$ cat src/rtl/arb_requester_if.sv
// Handshake bundle between the per-channel requester and its round-robin arbiter.
// The slave modport is the requester's view; master is the driving side.
interface arb_requester_if;
   logic [3:0] push;
   logic [3:0] arb_req;
   logic [1:0] arb_gnt;
   logic       arb_gnt_vld;
   logic       svc_vld;
   logic [1:0] svc_ch;
   logic [3:0] pend_full;
   logic       ovf_err;
   logic       spur_err;
   logic [3:0] starve_err;

   modport slave (
      input  push, arb_gnt, arb_gnt_vld,
      output arb_req, svc_vld, svc_ch, pend_full, ovf_err, spur_err, starve_err
   );

   modport master (
      output push, arb_gnt, arb_gnt_vld,
      input  arb_req, svc_vld, svc_ch, pend_full, ovf_err, spur_err, starve_err
   );
endinterface

$ cat src/rtl/arb_requester.sv
// Four-channel pending-transaction counter feeding a round-robin arbiter.
// Optional starvation watchdog is built when ARB_REQ_STARVE_CHK_EN is defined.
module arb_requester #(
   parameter int DEPTH_W      = 3,
   parameter int STARVE_LIMIT = 8
) (
   input  logic            arb_clk,
   input  logic            arb_rst_n,
   arb_requester_if.slave  bus
);

   localparam logic [DEPTH_W-1:0] CNT_MAX = '1;

   logic [DEPTH_W-1:0] cnt_q [4];
   logic [DEPTH_W-1:0] cnt_d [4];
   logic [3:0]         req_w;
   logic [3:0]         full_w;
   logic [3:0]         gnt_oh;
   logic [3:0]         ovf_hit;
   logic               accept;
   logic               spur_hit;

   logic               svc_vld_q;
   logic [1:0]         svc_ch_q;
   logic               ovf_err_q;
   logic               spur_err_q;

   assign accept   = bus.arb_gnt_vld &&  req_w[bus.arb_gnt];
   assign spur_hit = bus.arb_gnt_vld && !req_w[bus.arb_gnt];

   always_comb begin
      gnt_oh = '0;
      if (accept) gnt_oh[bus.arb_gnt] = 1'b1;
   end

   // A push coinciding with an accepted grant cancels out, even when full.
   for (genvar gi = 0; gi < 4; gi++) begin : gen_ch
      assign req_w[gi]   = (cnt_q[gi] != '0);
      assign full_w[gi]  = (cnt_q[gi] == CNT_MAX);
      assign ovf_hit[gi] = bus.push[gi] && full_w[gi] && !gnt_oh[gi];
      assign cnt_d[gi]   = gnt_oh[gi] ? (bus.push[gi] ? cnt_q[gi] : cnt_q[gi] - DEPTH_W'(1))
                         : (bus.push[gi] && !full_w[gi]) ? cnt_q[gi] + DEPTH_W'(1)
                         : cnt_q[gi];
   end

   always_ff @(posedge arb_clk or negedge arb_rst_n) begin
      if (!arb_rst_n) begin
         for (int i = 0; i < 4; i++) cnt_q[i] <= '0;
         svc_vld_q  <= 1'b0;
         svc_ch_q   <= 2'd0;
         ovf_err_q  <= 1'b0;
         spur_err_q <= 1'b0;
      end else begin
         for (int i = 0; i < 4; i++) cnt_q[i] <= cnt_d[i];
         svc_vld_q  <= accept;
         if (accept) svc_ch_q <= bus.arb_gnt;
         ovf_err_q  <= ovf_err_q  | (|ovf_hit);
         spur_err_q <= spur_err_q | spur_hit;
      end
   end

   assign bus.arb_req   = req_w;
   assign bus.pend_full = full_w;
   assign bus.svc_vld   = svc_vld_q;
   assign bus.svc_ch    = svc_ch_q;
   assign bus.ovf_err   = ovf_err_q;
   assign bus.spur_err  = spur_err_q;

`ifdef ARB_REQ_STARVE_CHK_EN
   localparam int WAIT_W = $clog2(STARVE_LIMIT + 1);
   localparam logic [WAIT_W-1:0] WAIT_MAX = WAIT_W'(STARVE_LIMIT);

   logic [WAIT_W-1:0] wait_q [4];
   logic [WAIT_W-1:0] wait_d [4];
   logic [3:0]        starve_hit;
   logic [3:0]        starve_err_q;

   // Waiting is measured on the registered request, so the push cycle itself is free.
   for (genvar gi = 0; gi < 4; gi++) begin : gen_wait
      assign wait_d[gi]     = (!req_w[gi] || gnt_oh[gi]) ? '0
                            : (wait_q[gi] == WAIT_MAX)   ? wait_q[gi]
                            : wait_q[gi] + WAIT_W'(1);
      assign starve_hit[gi] = (wait_d[gi] == WAIT_MAX);
   end

   always_ff @(posedge arb_clk or negedge arb_rst_n) begin
      if (!arb_rst_n) begin
         for (int i = 0; i < 4; i++) wait_q[i] <= '0;
         starve_err_q <= '0;
      end else begin
         for (int i = 0; i < 4; i++) wait_q[i] <= wait_d[i];
         starve_err_q <= starve_err_q | starve_hit;
      end
   end

   assign bus.starve_err = starve_err_q;
`else
   assign bus.starve_err = 4'b0000;
`endif

endmodule
$ cat src/flat_wrapper.sv
// flat-port wrapper written by rule: the top's interface ports become plain ports
module arb_requester_flat 
#(
   parameter int DEPTH_W      = 3,
   parameter int STARVE_LIMIT = 8
)
  (arb_clk, arb_rst_n, bus_push, bus_arb_gnt, bus_arb_gnt_vld, bus_arb_req, bus_svc_vld, bus_svc_ch, bus_pend_full, bus_ovf_err, bus_spur_err, bus_starve_err);
  arb_requester_if bus_i ();
  input  logic arb_clk;
  input  logic arb_rst_n;
  input wire logic [$bits(bus_i.push)-1:0] bus_push;
  input wire logic [$bits(bus_i.arb_gnt)-1:0] bus_arb_gnt;
  input wire logic [$bits(bus_i.arb_gnt_vld)-1:0] bus_arb_gnt_vld;
  output wire logic [$bits(bus_i.arb_req)-1:0] bus_arb_req;
  output wire logic [$bits(bus_i.svc_vld)-1:0] bus_svc_vld;
  output wire logic [$bits(bus_i.svc_ch)-1:0] bus_svc_ch;
  output wire logic [$bits(bus_i.pend_full)-1:0] bus_pend_full;
  output wire logic [$bits(bus_i.ovf_err)-1:0] bus_ovf_err;
  output wire logic [$bits(bus_i.spur_err)-1:0] bus_spur_err;
  output wire logic [$bits(bus_i.starve_err)-1:0] bus_starve_err;
  assign bus_i.push = bus_push;
  assign bus_i.arb_gnt = bus_arb_gnt;
  assign bus_i.arb_gnt_vld = bus_arb_gnt_vld;
  assign bus_arb_req = bus_i.arb_req;
  assign bus_svc_vld = bus_i.svc_vld;
  assign bus_svc_ch = bus_i.svc_ch;
  assign bus_pend_full = bus_i.pend_full;
  assign bus_ovf_err = bus_i.ovf_err;
  assign bus_spur_err = bus_i.spur_err;
  assign bus_starve_err = bus_i.starve_err;
  arb_requester #(.DEPTH_W(DEPTH_W), .STARVE_LIMIT(STARVE_LIMIT)) u_core (.arb_clk(arb_clk), .arb_rst_n(arb_rst_n), .bus(bus_i));
endmodule
$ cat config.mk
export PLATFORM = sky130hd
export DESIGN_NAME = arb_requester_flat
export DESIGN_NICKNAME = d
export VERILOG_FILES = /design/src/rtl/arb_requester_if.sv /design/src/rtl/arb_requester.sv /design/src/flat_wrapper.sv
export SDC_FILE = /design/constraint.sdc
export NUM_CORES = 1
export LEC_CHECK = 0
export ABC_AREA = 1
export CORE_AREA = 2 2 51 53
export DETAILED_ROUTE_END_ITERATION = 16
export DIE_AREA = 0 0 53 55
export HOLD_SLACK_MARGIN = 0.02
export PLACE_DENSITY_LB_ADDON = 0.12
export SYNTH_ARGS = -nofsm -noshare
export SYNTH_HDL_FRONTEND = slang
export SYNTH_SLANG_ARGS = --single-unit
$ cat constraint.sdc
create_clock -name arb_clk -period 6.1 [get_ports arb_clk]
set_clock_uncertainty 0.2 [all_clocks]
set_input_delay 1.83 -clock arb_clk [delete_from_list [all_inputs] [get_ports arb_clk]]
set_output_delay 1.83 -clock arb_clk [all_outputs]
set_load 0.1 [all_outputs]
-- Word-level counts from Yosys, hierarchy flattened
Index checks and enable logic that the tools add are counted.
- bits in registers: 17
- output and inout bits: 17
- word-level logic and storage cells: 82
- add/sub/neg operators: 8
- magnitude comparators: 2
- equal/unequal tests: 8
- muxes and demuxes: 17
- bitwise logic cells: 2
- reductions and logical operators: 37
- operators by type and width (cell ; number):
    $mux W3 ; 12
    $logic_and A1 B1 Y1 ; 15
    $add A3 B1 Y3 const B ; 4
    $eq A3 B3 Y1 const B ; 4
    $reduce_bool A3 Y1 ; 4
    $sub A3 B1 Y3 const B ; 4
    $logic_not A1 Y1 ; 9
    $ne A2 B2 Y1 const B ; 4
    $reduce_and A2 Y1 ; 4
    $reduce_bool A2 Y1 ; 4
    $mux W4 ; 1
    $reduce_or A4 Y1 ; 1
    $lt A2 B3 Y1 const B ; 1
    $bmux W1 S2 ; 1
    $demux W1 S2 ; 1
    $ge A2 B1 Y1 const B ; 1
    $mux W1 ; 2
    $or A1 B1 Y1 ; 2

-- Depth between registers and ports, before layout
- depth after elaboration: 9
- mapped depth: 17
- mapped depth without buffers: 17

-- Worst setup path after synthesis
OpenSTA, ideal clock, no wires.
- kind: register -> output
- from: register u_core.cnt_q[6] (netlist name)
- to: output port bus_pend_full[1]
- arrival time: 2553 ps
- required time: 4070 ps
- slack: 1517 ps
- stages on the path, launching flop included: 3
- path buffers: 0
- path through: dfrtp_1 -> inv_1 -> nor3_1
- word-level cells in the longest chain between the ends: 1
- RTL lines (item ; RTL line ; source):
    start, declared ; arb_requester.sv:14 ; logic [DEPTH_W-1:0] cnt_q [4];
    $eq A3 B3 Y1 ; arb_requester.sv:39 ; assign full_w[gi] = (cnt_q[gi] == CNT_MAX);
    end, declared ; flat_wrapper.sv:17 ; output wire logic [$bits(bus_i.pend_full)-1:0] bus_pend_full;
Every way passes these cells.

-- Final worst setup path
Ends and elaborated chain as after synthesis.

==> results_dict.tcl <==
set metrics [dict create \
    grt_pass1_vias 861 \
    cp_max_fo 3 \
    cts_made_buffers 3 \
    whs_ns 0.283 \
    slowest_stage "clkdlybuf4s50_1" \
    drv_cap 0 \
    wirelength_mm 2.10 \
    synth.distinct_cells 29 \
    grt_max_degree 18 \
    die-area_mm2 0.00292 \
    crit_arrival_ns 2.23 \
    nets 186 \
    yosys.area.top_type_share 0.348 \
    drc 0 \
    synth_top_area_cell "dfrtp_1" \
    detail_route.wl_per_cell_um 10.4 \
    overflow 0 \
    final_common_cell "nand2_1" \
    ys_top_cells_by_area "dfrtp_1, nand2_1, xor2_1" \
    ir_drop_v 0.000396 \
    clk_pin_slew_worst_paths_ns 0.09 \
    p_leak_uw 0.000721 \
    n_antenna_cell 0 \
    slew_viol_final 0 \
    synthCells 149 \
    antenna_found_initial 0 \
    io-pin-count 26 \
    async_reset_ff_frac 1.00 \
    numPortBuffers 21 \
    vias 969 \
    slowest_delay_ns 1.19 \
    antenna_left 0 \
    drt_first_pass_iters 4 \
    ys.warnings.count 0 \
    num_rows 18 \
    max_slew_margin 0.348 \
    status "complete, no violations" \
    worstSetupPathType "register to output port" \
    min_period_over_period 0.698 \
    power_density_mw_per_mm2 519 \
    mostFrequentLayoutCells "nand2_1, clkdlybuf4s50_1, dfrtp_1" \
    grt_setup_unrepaired "no" \
    cts_setup_buffers 0 \
    dp_hpwl_mm 1.75 \
    gp_congestion 0.836 \
    start_kind "register" \
    clock_sinks 17 \
    post-place-ws_ns 1.78 \
    critical-path-top-delay-family "buffers and inverters" \
    dieWidth_um 53 \
    synth.ff_latch_count 17 \
    fillers 222 \
    ys_seq_area_frac 0.348 \
    area_delta_synth_final_pct 20.3 \
    synth_flop_cell "dfrtp_1" \
    grt_pass1_wl_mm 3.53 \
    clock_latency_ns 0.28 \
    setup_ws_ns 1.84 \
    worst_slew_pin_slew_ns 0.976 \
    hold_viol 0 \
    path_buf_inv 2 \
    die_h_um 55 \
    via_per_inst 4.80 \
    syn-cell-area_mm2 0.00122 \
    start_util 0.517 \
    fp.coreArea_mm2 0.00236 \
    drive_gt1_frac 0.186 \
    cts_hold_buffers 0 \
    h-tree-depth 1 \
    crit_path_end_kind "output port" \
    required_ns 4.07 \
    min_path_type "register to register" \
    setup_tns_ns 0 \
    synth_edf_count 0 \
    finalCriticalPeriod_ns 4.26 \
    setup-violations-final 0 \
    clockBufferDepth 2 \
    max_freq_mhz 235 \
    ctsResizeCount 0 \
    cts_root_buffer "clkbuf_4" \
    crit_chain "inv_1, nor3_1, clkdlybuf4s50_1" \
    tritoncts "built" \
    avgSynthCellArea_um2 8.20 \
    gr-usage-all-layers 0.167 \
    first_iter_violations 19 \
]
## synthesized netlist by cell type (2+ instances only)
master and count:
nand4_1 3, o21ai_4 2, xor2_1 8, inv_2 9
clkinv_1 2, dfrtp_1 17, nand4_2 2, nand3_1 11
nand2_2 4, nand2_4 2, buf_4 5, o21ai_1 7
nand2_1 36, ha_1 4, nor2_1 7, nand4_4 2
nand3_4 2, inv_1 15
## through the flow
step / cells / utilization / power [µW] / area (µm²)
after floorplan: 152 / - / 607 / 1230
after global placement: 198 / 0.611 / 700 / 1440
after detailed placement: 198 / 0.611 / 710 / 1440
after CTS: 202 / 0.622 / 771 / 1470
after global routing: 202 / 0.622 / 822 / 1470
final: 202 / 0.622 / 764 / 1470
## state kept, by name (all words and copies together) (netlist names)
signal / flops
u_core.bus.ovf_err: 1
u_core.bus.spur_err: 1
u_core.bus.svc_ch: 2
u_core.bus.svc_vld: 1
u_core.cnt_q: 12
## worst reg2reg max path: cells and delay by family (launching register included)
kind | cells | cell delay, ns
AOI/OAI and AO/OA | 1 | 0.16
buffers and inverters | 1 | 0.07
and+or+nand+nor | 8 | 0.88
xor gates and xnor gates | 1 | 0.19
adders and majority gates | 1 | 0.19
DFF | 1 | 0.40
## where the power goes
group,total [µW],internal [µW],switching [µW]
logic,507,139,368
clock network,58.6,25.4,33.3
registers,198,160,37.8
## layer usage
metal	track usage	vias up	share of wire
met5	0	-	0
met4	0.0769	0	0.0043
met3	0.0269	2	0.041
met2	0.283	12	0.49
met1	0.211	447	0.46
li1	-	508	-
## cell type report
class	count	area, µm²	share of cell area
Multi-Input combinational cell	103	667	0.454
Clock buffer	4	26.3	0.0179
Sequential cell	17	425	0.289
Inverter	27	104	0.0706
Timing Repair Buffer	21	210	0.143
Tap cell	30	37.5	0.0255
## final timing paths
| kind | from | endpoint | slack, ns | depth (start not counted) |
|---|---|---|---|---|
| worst max-delay path | u_core.cnt_q[6]$_DFFE_PN0P_ | bus_pend_full[1] | 1.84 | 3 |
| worst min-delay path | u_core.cnt_q[8]$_DFFE_PN0P_ | u_core.cnt_q[8]$_DFFE_PN0P_ | 0.28 | 2 |
| worst max register to register | u_core.cnt_q[6]$_DFFE_PN0P_ | u_core.cnt_q[8]$_DFFE_PN0P_ | 3.90 | 12 |
| worst min register to register | u_core.cnt_q[8]$_DFFE_PN0P_ | u_core.cnt_q[8]$_DFFE_PN0P_ | 0.28 | 2 |
| max in group asynchronous | arb_rst_n | u_core.bus.svc_vld$_DFF_PN0_ | 3.44 | 1 |
| min in group asynchronous | arb_rst_n | u_core.cnt_q[9]$_DFFE_PN0P_ | 1.79 | 1 |
## cell families (layout without fill, tap and decap cells)
logic type | after synthesis | after routing | share of synthesized area
xor gates and xnor gates | 8 | 8 | 0.0573
other | 1 | 4 | 0.00307
adders and majority gates | 4 | 4 | 0.0409
buffers and inverters | 32 | 52 | 0.116
and+or+nand+nor | 75 | 75 | 0.363
DFF | 17 | 17 | 0.348
AOI/OAI and AO/OA | 12 | 12 | 0.0716
Power figures use the tool's default switching activity.
